--- src/rtl/shift_add_mult_if.sv ---
// shift_add_mult_if: start/busy/done handshake and operand/product bus for shift_add_mult
interface shift_add_mult_if #(parameter int WIDTH = 4);
  logic start;
  logic [WIDTH-1:0] a;
  logic [WIDTH-1:0] b;
  logic [2*WIDTH-1:0] product;
  logic busy;
  logic done;
  modport master (output start, a, b, input product, busy, done);
  modport slave (input start, a, b, output product, busy, done);
endinterface

--- src/rtl/shift_add_mult.sv ---
// shift_add_mult: sequential shift-and-add unsigned multiplier, one partial product per cycle
// Optional SHIFT_ADD_EARLY_EXIT_EN: finish as soon as the remaining multiplier bits are zero.
module shift_add_mult #(
  parameter int WIDTH = 4
) (
  input logic clk,
  input logic rst_n,
  shift_add_mult_if.slave bus
);
  localparam int CW = $clog2(WIDTH);
  typedef enum logic [1:0] {IDLE, RUN, DONE} state_t;
  state_t state, state_n;
  logic [WIDTH-1:0] m_reg, q_reg;
  logic [2*WIDTH-1:0] acc, acc_n, prod_reg;
  logic [CW-1:0] count;
  logic last;
  assign acc_n = acc + ({{WIDTH{1'b0}}, m_reg & {WIDTH{q_reg[0]}}} << count);
`ifdef SHIFT_ADD_EARLY_EXIT_EN
  assign last = (q_reg >> 1) == '0;
`else
  assign last = count == CW'(WIDTH - 1);
`endif
  always_comb begin
    state_n = state;
    state_n = (state == IDLE) ? (bus.start ? RUN : IDLE) :
              (state == RUN) ? (last ? DONE : RUN) : IDLE;
  end
  always_ff @(posedge clk or negedge rst_n) begin
    if (!rst_n) state <= IDLE;
    else state <= state_n;
  end
  always_ff @(posedge clk or negedge rst_n) begin
    if (!rst_n) begin
      m_reg <= '0;
      q_reg <= '0;
      acc <= '0;
      count <= '0;
      prod_reg <= '0;
    end else if (state == IDLE && bus.start) begin
      m_reg <= bus.a;
      q_reg <= bus.b;
      acc <= '0;
      count <= '0;
    end else if (state == RUN) begin
      acc <= acc_n;
      q_reg <= q_reg >> 1;
      count <= count + 1'b1;
      if (last) prod_reg <= acc_n;
    end
  end
  assign bus.product = prod_reg;
  assign bus.busy = state == RUN;
  assign bus.done = state == DONE;
endmodule
--- src/flat_wrapper.sv ---
// flat-port wrapper written by rule: the top's interface ports become plain ports
module shift_add_mult_flat 
#(
  parameter int WIDTH = 4
)
  (clk, rst_n, bus_start, bus_a, bus_b, bus_product, bus_busy, bus_done);
  shift_add_mult_if #(.WIDTH(WIDTH)) bus_i ();
  input logic clk;
  input logic rst_n;
  input wire logic [$bits(bus_i.start)-1:0] bus_start;
  input wire logic [$bits(bus_i.a)-1:0] bus_a;
  input wire logic [$bits(bus_i.b)-1:0] bus_b;
  output wire logic [$bits(bus_i.product)-1:0] bus_product;
  output wire logic [$bits(bus_i.busy)-1:0] bus_busy;
  output wire logic [$bits(bus_i.done)-1:0] bus_done;
  assign bus_i.start = bus_start;
  assign bus_i.a = bus_a;
  assign bus_i.b = bus_b;
  assign bus_product = bus_i.product;
  assign bus_busy = bus_i.busy;
  assign bus_done = bus_i.done;
  shift_add_mult #(.WIDTH(WIDTH)) u_core (.clk(clk), .rst_n(rst_n), .bus(bus_i));
endmodule
--- config.mk ---
export PLATFORM = sky130hd
export DESIGN_NAME = shift_add_mult_flat
export DESIGN_NICKNAME = d
export VERILOG_FILES = /design/src/rtl/shift_add_mult_if.sv /design/src/rtl/shift_add_mult.sv /design/src/flat_wrapper.sv
export SDC_FILE = /design/constraint.sdc
export NUM_CORES = 1
export LEC_CHECK = 0
export CORE_MARGIN = 3
export CORE_UTILIZATION = 45
export CTS_CLUSTER_SIZE = 24
export DETAILED_ROUTE_END_ITERATION = 8
export HOLD_SLACK_MARGIN = 0.15
export PLACE_DENSITY = 0.72
export SLEW_MARGIN = 10
export SYNTH_ARGS = -nofsm -noshare
export SYNTH_HDL_FRONTEND = slang
export SYNTH_SLANG_ARGS = --single-unit
--- constraint.sdc ---
create_clock -name clk -period 2.6 [get_ports clk]
set_input_delay 0.39 -clock clk [delete_from_list [all_inputs] [get_ports clk]]
set_output_delay 0.39 -clock clk [all_outputs]
set_load 0.1 [all_outputs]
After elaboration in Yosys (flattened, before gate mapping)
Cells that the tools add are included.
{"block": "classes", "addsub": 2, "eq_ne": 3, "shifts": 1, "n_mux": 10, "bitwise": 2, "reduce_logical": 4}
{"op": "$mux 8", "count": 2}
{"op": "$mux 2", "count": 5}
{"op": "$add 8x8->8", "count": 1}
{"op": "$mux 4", "count": 2}
{"op": "$shl 4x2->8", "count": 1}
{"op": "$and 4x4->4", "count": 1}
{"op": "$eq 2x2->1 const B", "count": 2}
{"op": "$reduce_and 3->1", "count": 1}
{"op": "$add 2x1->2 const B", "count": 1}
{"op": "$eq 2x1->1 const B", "count": 1}
{"op": "$logic_not 2->1", "count": 1}
{"op": "$reduce_bool 2->1", "count": 1}
{"op": "$logic_and 1x1->1", "count": 1}
{"op": "$mux 1", "count": 1}
{"op": "$not 1->1", "count": 1}
{"block": "word_totals", "regBits": 28, "in_bits": 11, "word_cells": 28}

Depth between registers and ports, before layout
Gate-level depths: netlist of the first run.
{"block": "logic_depth", "word_depth": 5, "mapped_depth": 11, "depth_no_buf": 10}

Worst setup path before layout of the first run
Ideal clock, no wire load.
{"block": "synth_path", "kind": "register to register", "startpoint": "reg u_core.count[0]", "endpoint": "reg u_core.acc[5]", "setup_ps": 126, "t_arrival_ps": 2020, "setup_slack_ps": 453, "path_stages_with_launch": 10, "n_path_buf": 1, "synth_period_minus_slack_ps": 2147, "path_cell_list": "dfrtp_1 > buf_2 > mux2_2 > o211a_1 > ha_1 > a21oi_1 > nand2_1 > a21boi_0 > xor2_1 > o22ai_1"}
{"block": "synth_via", "elab_chain_cells": 4}
{"item": "start, declared", "line": "shift_add_mult.sv:15", "rtl": "logic [CW-1:0] count;"}
{"item": "start signal, assigned", "line": "shift_add_mult.sv:47", "rtl": "count <= count + 1'b1;"}
{"item": "$shl 4x2->8", "line": "shift_add_mult.sv:17", "rtl": "assign acc_n = acc + ({{WIDTH{1'b0}}, m_reg & {WIDTH{q_reg[0]}}} << count);"}
{"item": "$add 8x8->8", "line": "shift_add_mult.sv:17"}
{"item": "$mux 8", "line": "shift_add_mult.sv:44", "rtl": "end else if (state == RUN) begin"}
{"item": "$mux 8", "line": "shift_add_mult.sv:39", "rtl": "end else if (state == IDLE && bus.start) begin"}
{"item": "end signal, assigned", "line": "shift_add_mult.sv:45", "rtl": "acc <= acc_n;"}
{"item": "end, declared", "line": "shift_add_mult.sv:14", "rtl": "logic [2*WIDTH-1:0] acc, acc_n, prod_reg;"}
No other way between the ends. The select of a mux whose other input is x is not followed.
A chain may end at the register's enable or synchronous reset.

Worst setup path after layout of the first run
{"block": "layout_path", "startpoint": "reg u_core.count[1]", "endpoint": "reg u_core.prod_reg[6] (netlist: u_core.bus.product[6])"}
{"block": "layout_via", "elab_chain_cells": 2, "word_cells_on_any_way": 4, "classes_between": "add/sub (1); eq/ne (1); shift (1); reduce/logical (1)"}
{"item": "$shl 4x2->8 / $eq 2x2->1 (equally long branches)", "line": "shift_add_mult.sv:17, shift_add_mult.sv:21"}
{"item": "$add 8x8->8 / $reduce_and 3->1 (equally long branches)"}
{"item": "end signal, assigned", "line": "shift_add_mult.sv:48", "rtl": "if (last) prod_reg <= acc_n;"}
{"item": "end, declared", "line": "shift_add_mult.sv:14"}
Parallel ways exist; a longest one is shown, timed or not.

==> results of run 1 <==
==> cells in the mapped netlist (2+ instances only) <==
| master | instances |
|---|---|
| a21boi_0 | 2 |
| a21oi_1 | 3 |
| a22oi_1 | 3 |
| buf_2 | 2 |
| buf_6 | 3 |
| dfrtp_1 | 28 |
| ha_1 | 9 |
| inv_1 | 4 |
| mux2_2 | 5 |
| mux2i_1 | 2 |
| nand2_1 | 32 |
| nand2b_1 | 5 |
| nor2_1 | 3 |
| nor2b_1 | 4 |
| o21ai_0 | 9 |
| o21ai_1 | 5 |
| o22ai_1 | 5 |
| o31ai_1 | 2 |
| or2_2 | 2 |
| xnor2_1 | 3 |
| xor2_1 | 2 |
==> stage by stage <==
step	setup WS, ps	utilization, %	area, sq um	cells
global route	20.84	57.66	1818	217
floorplan	453.3	-	1531	151
CTS	182.6	57.38	1809	217
detailed placement	251.9	55.71	1757	213
finish	268.2	57.66	1818	217
global placement	314.2	55.71	1757	213
==> worst max-delay path by stage <==
| stage | cells after the start | slack [ps] | to | from |
|---|---|---|---|---|
| CTS | 10 | 180 | u_core.bus.product[6]$_DFFE_PN0P_ | u_core.count[1]$_DFFE_PN0P_ |
| global placement | 8 | 310 | u_core.acc[5]$_DFFE_PN0P_ | u_core.count[0]$_DFFE_PN0P_ |
| detailed placement | 10 | 250 | u_core.bus.product[6]$_DFFE_PN0P_ | u_core.count[1]$_DFFE_PN0P_ |
| global route | 10 | 20 | u_core.bus.product[6]$_DFFE_PN0P_ | u_core.count[1]$_DFFE_PN0P_ |
| finish | 10 | 270 | u_core.bus.product[6]$_DFFE_PN0P_ | u_core.count[1]$_DFFE_PN0P_ |
| floorplan | 9 | 450 | u_core.acc[5]$_DFFE_PN0P_ | u_core.count[0]$_DFFE_PN0P_ |
==> cell usage in the layout (no fill, tap or decap), drive strengths merged <==
master / count
nand2b: 5
clkdlybuf4s50: 10
xor2: 2
bufinv: 1
mux2i: 2
o21a: 1
nor2: 4
inv: 5
fa: 1
o22ai: 5
and3: 1
clkbuf: 3
nand2: 33
o21bai: 1
a21oi: 4
nor3: 1
nand3b: 1
o211a: 1
nor3b: 1
and2: 1
xnor2: 3
nand3: 1
buf: 14
a41o: 1
or2: 2
ha: 9
mux2: 6
a22oi: 3
o21ai: 14
o31ai: 2
nor2b: 4
dfrtp: 28
a21boi: 3
==> cell families (layout without fill, tap and decap cells) <==
group / after synthesis / count (layout)
buffers and inverters: 11 / 33
xor gates and xnor gates: 5 / 5
and+or+nand+nor: 54 / 54
AOI/OAI and AO/OA: 35 / 35
DFF: 28 / 28
muxes: 8 / 8
adders and majority gates: 10 / 10
==> layer usage <==
layer / vias to the layer above / GRT usage, % / part of all wire [%]
li1: 562 / - / -
met3: 4 / 2.988 / 3.2
met5: - / 0 / 0
met2: 20 / 29.38 / 51
met4: 0 / 6.332 / 1.4
met1: 539 / 18.59 / 44
==> final cells by class <==
type / count / area [sq um]
fillers: 298 / 1335
multi-input cells: 112 / 765.7
flip-flops and latches: 28 / 703.2
repair buffers: 24 / 217.7
well taps: 44 / 55.05
clock inverters: 1 / 30.03
inverters: 5 / 23.77
clock buffers: 3 / 22.52
==> worst reg2reg max path, delay by kind of cell, from the launching register on <==
kind,cells,cell delay (ps)
DFF,1,490
adders and majority gates,2,610
and+or+nand+nor,4,550
AOI/OAI and AO/OA,3,540
buffers and inverters,1,70
==> run_results.csv, run 1 <==
group,metric,value,unit
critical_path,path_class,"flop to flop",
yosys,synth_seq_area_share,45.75,%
sta,timing.clock.skew,8.120,ps
global_routing,gr-total-overflow,0,
clock_tree,clk-insertion-delay-late,330,ps
yosys,synth-seq-cells,28,
clock_tree,cts_htree_levels,1,
sta,whs,410.3,ps
sta,rsz0062_at_grt,"no",
global_routing,grtUsageTotal,16.18,%
detailed_routing,wire_per_inst,13.55,um
clock_tree,cts_root_buf,"clkbuf_4",
yosys,ys.flop_type,"dfrtp_1",
critical_path,cp_max_fo,10,
final_layout,drive_above_1_share,20.23,%
yosys,synth_area_leaders,"dfrtp_1 46%, nand2_1 7.8%, ha_1 7.4%",
clock_tree,cts_resized,0,
detailed_routing,routed_via_density,5.184,
critical_path,start_kind,"flop",
flow_run,max_cap_violations,0,
placement,place_congestion,0.7984,
yosys,synth_compound_area_share,14.38,%
sta,setup_viol,0,
critical_path,critPathTopFamily,"adder cells",
global_routing,grt_pass1_vias,1197,
clock_tree,postCtsHoldBufs,0,
yosys,synth_edf_count,0,
critical_path,r2r_setup_slack,270,ps
floorplan,core,0.003153,sq mm
clock_tree,numClockSinks,28,
critical_path,worstRegToRegCells,10,
critical_path,cp-end-kind,"flop",
sta,tightest_slew,632.9,ps
yosys,synthMuxAreaShare,5.964,%
floorplan,rows,20,
sta,fin_crit_sh,89.69,%
floorplan,die_w,64.34,um
detailed_routing,ant_nets,0,
final_layout,n_antenna_cell,0,
yosys,synthesis.area,0.001531,sq mm
detailed_routing,vias,1125,
status,outcome,"finished clean",
detailed_routing,drc,0,
global_routing,grt_pass1_wl,5.271,mm
clock_tree,cts_tree,"yes",
detailed_routing,wl,2.941,mm
min_path,hp-class,"input pin to async pin",
sta,period_minus_slack,2332,ps
sta,setup_tns,0,ps
critical_path,cp_slowest_cell,"dfrtp_2",
detailed_routing,drtIter0Drc,31,
sta,relSlewSlack,57.76,%
critical_path,crit_buf_inv,1,
yosys,yosysWarnings,0,
critical_path,cp_data_required_time,2830,ps
yosys,synthAdderAreaFrac,8.660,%
final_layout,syn_to_final_growth,18.71,%
yosys,synth_top_family_by_area,"simple AND/OR/NAND/NOR gates",
floorplan,initial_utilization,48.57,%
clock_tree,numCtsBuffers,3,
sta,fmax,428.9,MHz
yosys,yosys.area.top_type,"dfrtp_1",
floorplan,die-area,0.004139,sq mm
critical_path,slowest_delay,490,ps
critical_path,arrival,2570,ps
placement,port_buffers,20,
yosys,synth_nets,172,
yosys,syn_avg_cell_area,10.14,sq um
final_layout,nets,195,
yosys,yosysTopAreaCellShare,45.75,%
clock_tree,cts_setup_buffers,0,
global_routing,grt_max_degree,29,
global_routing,antenna_found_initial,0,
clock_tree,clk_pin_slew,150,ps
floorplan,ioPinCount,21,
critical_path,critical_path.cell_chain,"nand2b_1, nor2_1, ha_1, inv_1, fa_1, nor2b_2, o21ai_1, a21boi_2, nor3_1, o31ai_1",
yosys,synth-simple-area-share,17.73,%
yosys,yosysUniqueCellTypes,39,
detailed_routing,firstDrtPassIters,4,
placement,place_hpwl,2.232,mm
yosys,synthArstFlopShare,100.0,%
critical_path,reg2reg_from,"u_core.count[1]$_DFFE_PN0P_",
yosys,synth_xor_area_share,2.859,%
floorplan,fp.dieH,64.34,um
sta,slew_violations,0,
clock_tree,cts_buffer_depth,2,
critical_path,reg2reg_to,"u_core.bus.product[6]$_DFFE_PN0P_",
sta,hold_viol_final,0,
yosys,syn_inst,151,
Power of run 1 is not shown: default switching activity piles up to over one toggle a cycle in this logic, so the estimate is an artifact.
==> run 2: changes to the inputs <==
- REMOVE_ABC_BUFFERS: unset -> 1
==> run_results.csv, run 2 (synthesized netlist as in run 1, its figures left out) <==
group,metric,value,unit
status,outcome,"finished clean",
critical_path,slowest_delay,520,ps
min_path,hp-class,"input pin to async pin",
critical_path,reg2reg_from,"u_core.count[0]$_DFFE_PN0P_",
critical_path,worstRegToRegCells,8,
sta,fmax,427.2,MHz
critical_path,path_class,"flop to flop",
clock_tree,cts_tree,"yes",
critical_path,endpoint,"u_core.bus.product[7]$_DFFE_PN0P_",
critical_path,cp_data_required_time,2850,ps
critical_path,cp_slowest_cell,"dfrtp_1",
sta,rsz0062_at_grt,"no",
global_routing,gr-total-overflow,0,
global_routing,antenna_found_initial,0,
critical_path,r2r_setup_slack,260,ps
final_layout,drive_above_1_share,17.92,%
critical_path,crit_cells,8,
clock_tree,cts_root_buf,"clkbuf_4",
detailed_routing,drc,0,
sta,setup_tns,0,ps
critical_path,cp_max_fo,8,
critical_path,cp-end-kind,"flop",
clock_tree,cts_resized,0,
detailed_routing,ant_nets,0,
sta,setup_viol,0,
clock_tree,postCtsHoldBufs,0,
clock_tree,numClockSinks,28,
detailed_routing,drtIter0Drc,13,
flow_run,max_cap_violations,0,
placement,place_hpwl,2.199,mm
sta,fin_crit_sh,90.04,%
placement,port_buffers,20,
final_layout,finish.utilization,56.87,%
detailed_routing,routed_via_density,5.129,
final_layout,fillers,299,
critical_path,reg2reg_to,"u_core.bus.product[7]$_DFFE_PN0P_",
sta,hold_viol_final,0,
final_layout,final_cells,217,
critical_path,arrival,2590,ps
final_layout,layout_commonest_cell,"nand2_1",
detailed_routing,wire_per_inst,12.91,um
floorplan,fp.dieH,64.34,um
global_routing,grt_max_degree,29,
clock_tree,cts_buffer_depth,2,
final_layout,n_antenna_cell,0,
global_routing,grtUsageTotal,15.37,%
placement,dp.cells,213,
detailed_routing,vias,1113,
floorplan,die-area,0.004139,sq mm
floorplan,initial_utilization,48.57,%
global_routing,grt_pass1_vias,1127,
final_layout,syn_to_final_growth,17.08,%
sta,tightest_slew,514.6,ps
clock_tree,cts_htree_levels,1,
floorplan,core,0.003153,sq mm
floorplan,rows,20,
critical_path,start_kind,"flop",
placement,place_congestion,0.8390,
critical_path,critPathTopFamily,"compound AO/OA/AOI/OAI gates",
sta,slew_violations,0,
global_routing,grt_pass1_wl,5.009,mm
sta,timing.clock.skew,14.98,ps
floorplan,die_w,64.34,um
sta,relSlewSlack,65.66,%
detailed_routing,wl,2.801,mm
final_layout,final_cell_mix,"32 x nand2_1, 28 x dfrtp_1, 13 x buf_4, 10 x clkdlybuf4s50_1",
floorplan,ioPinCount,21,
sta,period_minus_slack,2341,ps
clock_tree,cts_setup_buffers,0,
detailed_routing,firstDrtPassIters,2,
critical_path,critical_path.cell_chain,"mux2_2, o211a_1, ha_1, a21oi_1, nand2_1, a41o_1, xnor2_1, o21ai_0",
clock_tree,clk_pin_slew,160,ps
critical_path,startpoint,"u_core.count[0]$_DFFE_PN0P_",
clock_tree,clk-insertion-delay-late,340,ps
critical_path,crit_buf_inv,0,
final_layout,nets,195,
clock_tree,numCtsBuffers,3,
[run 2: worst register-to-register path, delay by kind of cell (launching register included)]
family          cells  cell delay [ps]
fa+ha+maj           1              290
simple gates        1              110
xor+xnor            1              130
mux                 1              390
compound gates      4              820
flops               1              520
[run 2: worst min-delay path by stage]
stage          cells after the start  slack, ps                                 to
2_1_floorplan                      0         90          u_core.acc[0]$_DFFE_PN0P_
3_3_place_gp                       2        460        u_core.q_reg[1]$_DFFE_PN0P_
3_5_place_dp                       2        470  u_core.bus.product[6]$_DFFE_PN0P_
4_1_cts                            2        420  u_core.bus.product[1]$_DFFE_PN0P_
5_1_grt                            2        450  u_core.bus.product[1]$_DFFE_PN0P_
6_report                           2        410  u_core.bus.product[3]$_DFFE_PN0P_
[run 2: layout make-up]
class,count,area [sq um],area share (%)
clock buffer,4,36.28,2.024
inverter,5,23.77,1.326
multi-input combinational,112,759.5,42.36
sequential,28,700.7,39.08
tap,44,55.05,3.070
timing repair buffer,24,217.7,12.14
[run 2: through the flow]
stage	hold slack, ps	setup WS [ps]	cell area [sq um]
floorplan	94.41	445.9	1484
global placement	463.2	372.8	1757
detailed placement	469.3	270.1	1757
CTS	421.6	230.0	1793
global route	445.9	41.41	1793
finish	407.4	259.0	1793
[run 2: metal layers]
metal	GRT usage, %	wire (um)
met5	0	0
met2	27.19	1366
met4	5.541	46
met3	2.285	99
met1	18.84	1288
Power of run 2 is left out for the same reason.
==> run 3: changes to the inputs <==
- PLACE_DENSITY: 0.72 -> 0.68
==> run_results.csv, run 3 (synthesized netlist as in run 1, its figures left out) <==
group,metric,value,unit
status,outcome,"finished clean",
clock_tree,cts_htree_levels,1,
clock_tree,cts_buffer_depth,2,
detailed_routing,firstDrtPassIters,4,
critical_path,cp_slowest_cell,"dfrtp_1",
critical_path,cp_max_fo,8,
clock_tree,cts_setup_buffers,0,
global_routing,grt_pass1_wl,4.795,mm
critical_path,arrival,2560,ps
final_layout,n_antenna_cell,0,
detailed_routing,wl_met3,135,um
final_layout,layout_commonest_cell,"nand2_1",
clock_tree,clk_pin_slew,140,ps
critical_path,reg2reg_to,"u_core.acc[5]$_DFFE_PN0P_",
detailed_routing,drt-met1-wl,1.225,mm
clock_tree,clk-insertion-delay-late,330,ps
detailed_routing,wl_met2,1.252,mm
clock_tree,cts_resized,0,
critical_path,crit_buf_inv,0,
critical_path,path_class,"flop to flop",
clock_tree,postCtsHoldBufs,0,
flow_run,max_cap_violations,0,
floorplan,fp.dieH,64.34,um
critical_path,reg2reg_from,"u_core.count[0]$_DFFE_PN0P_",
final_layout,nets,194,
sta,slew_violations,0,
final_layout,final_cell_mix,"32 x nand2_1, 28 x dfrtp_1, 12 x buf_4, 10 x clkdlybuf4s50_1",
floorplan,rows,20,
clock_tree,cts_tree,"yes",
global_routing,grtUsageTotal,14.78,%
critical_path,cp-end-kind,"flop",
critical_path,worstRegToRegCells,8,
sta,setup_viol,0,
critical_path,cp_data_required_time,2830,ps
critical_path,critical_path.cell_chain,"mux2_2, o211a_1, ha_1, a21oi_1, nand2_1, a21boi_0, xor2_1, o22ai_1",
detailed_routing,drtIter0Drc,28,
sta,timing.clock.skew,2.124,ps
sta,relSlewSlack,64.11,%
detailed_routing,ant_nets,0,
sta,tightest_slew,537.8,ps
clock_tree,numCtsBuffers,3,
detailed_routing,wl,2.647,mm
global_routing,grt_pass1_vias,1110,
critical_path,startpoint,"u_core.count[0]$_DFFE_PN0P_",
floorplan,die_w,64.34,um
sta,period_minus_slack,2331,ps
detailed_routing,top_layer_used,"met4",
sta,hold_viol_final,0,
clock_tree,numClockSinks,28,
critical_path,critPathTopFamily,"compound AO/OA/AOI/OAI gates",
sta,rsz0062_at_grt,"no",
critical_path,r2r_setup_slack,270,ps
detailed_routing,wire_per_inst,12.31,um
detailed_routing,routed_via_density,5.074,
min_path,hp-class,"input pin to async pin",
final_layout,syn_to_final_growth,15.69,%
floorplan,ioPinCount,21,
placement,port_buffers,20,
sta,fmax,429.1,MHz
floorplan,core,0.003153,sq mm
placement,place_congestion,0.8191,
critical_path,crit_cells,8,
final_layout,drive_above_1_share,16.96,%
clock_tree,cts_root_buf,"clkbuf_4",
floorplan,initial_utilization,48.57,%
critical_path,start_kind,"flop",
global_routing,antenna_found_initial,0,
sta,whs,413.5,ps
floorplan,die-area,0.004139,sq mm
sta,setup_tns,0,ps
critical_path,endpoint,"u_core.acc[5]$_DFFE_PN0P_",
detailed_routing,drc,0,
global_routing,gr-total-overflow,0,
detailed_routing,vias,1091,
critical_path,slowest_delay,510,ps
sta,fin_crit_sh,89.64,%
placement,place_hpwl,2.064,mm
global_routing,grt_max_degree,29,
[run 3: routing by layer]
| metal | up-vias | global-route usage [%] |
|---|---|---|
| met4 | 0 | 6.332 |
| met1 | 506 | 17.75 |
| met5 | - | 0 |
| met2 | 21 | 25.39 |
| li1 | 560 | - |
| met3 | 4 | 3.163 |
[run 3: area by class of cell]
cell class / count / area (sq um)
clock buffer: 3 / 22.52
tap: 44 / 55.05
timing repair buffer: 23 / 210.2
inverter: 5 / 23.77
multi-input combinational: 112 / 759.5
sequential: 28 / 700.7
fill: 315 / 1381
[run 3: per-stage QoR]
stage / util, % / worst slack (ps) / area [sq um] / std cells
2_1_floorplan: - / 445.9 / 1484 / 145
3_3_place_gp: 55.48 / 326.4 / 1749 / 212
3_5_place_dp: 55.48 / 283.6 / 1749 / 212
4_1_cts: 56.19 / 255.7 / 1772 / 215
5_1_grt: 56.19 / 60.89 / 1772 / 215
6_report: 56.19 / 269.5 / 1772 / 215
[run 3: how the worst min path moves through the flow]
stage | from | end | slack (ps) | cells past startpoint
global route | rst_n | u_core.bus.product[4]$_DFFE_PN0P_ | 420 | 2
global placement | u_core.q_reg[1]$_DFFE_PN0P_ | u_core.q_reg[1]$_DFFE_PN0P_ | 460 | 2
CTS | rst_n | u_core.bus.product[2]$_DFFE_PN0P_ | 420 | 2
finish | rst_n | u_core.bus.product[1]$_DFFE_PN0P_ | 410 | 2
floorplan | rst_n | u_core.acc[0]$_DFFE_PN0P_ | 90 | 0
detailed placement | u_core.bus.product[2]$_DFFE_PN0P_ | u_core.bus.product[2]$_DFFE_PN0P_ | 470 | 2
[run 3: worst register-to-register path, stage by stage (launching register included)]
cell	delay, ps
dfrtp_1	510
mux2_2	380
o211a_1	230
ha_1	290
a21oi_1	150
nand2_1	120
a21boi_0	220
xor2_1	230
o22ai_1	100
Power of run 3 is left out for the same reason.
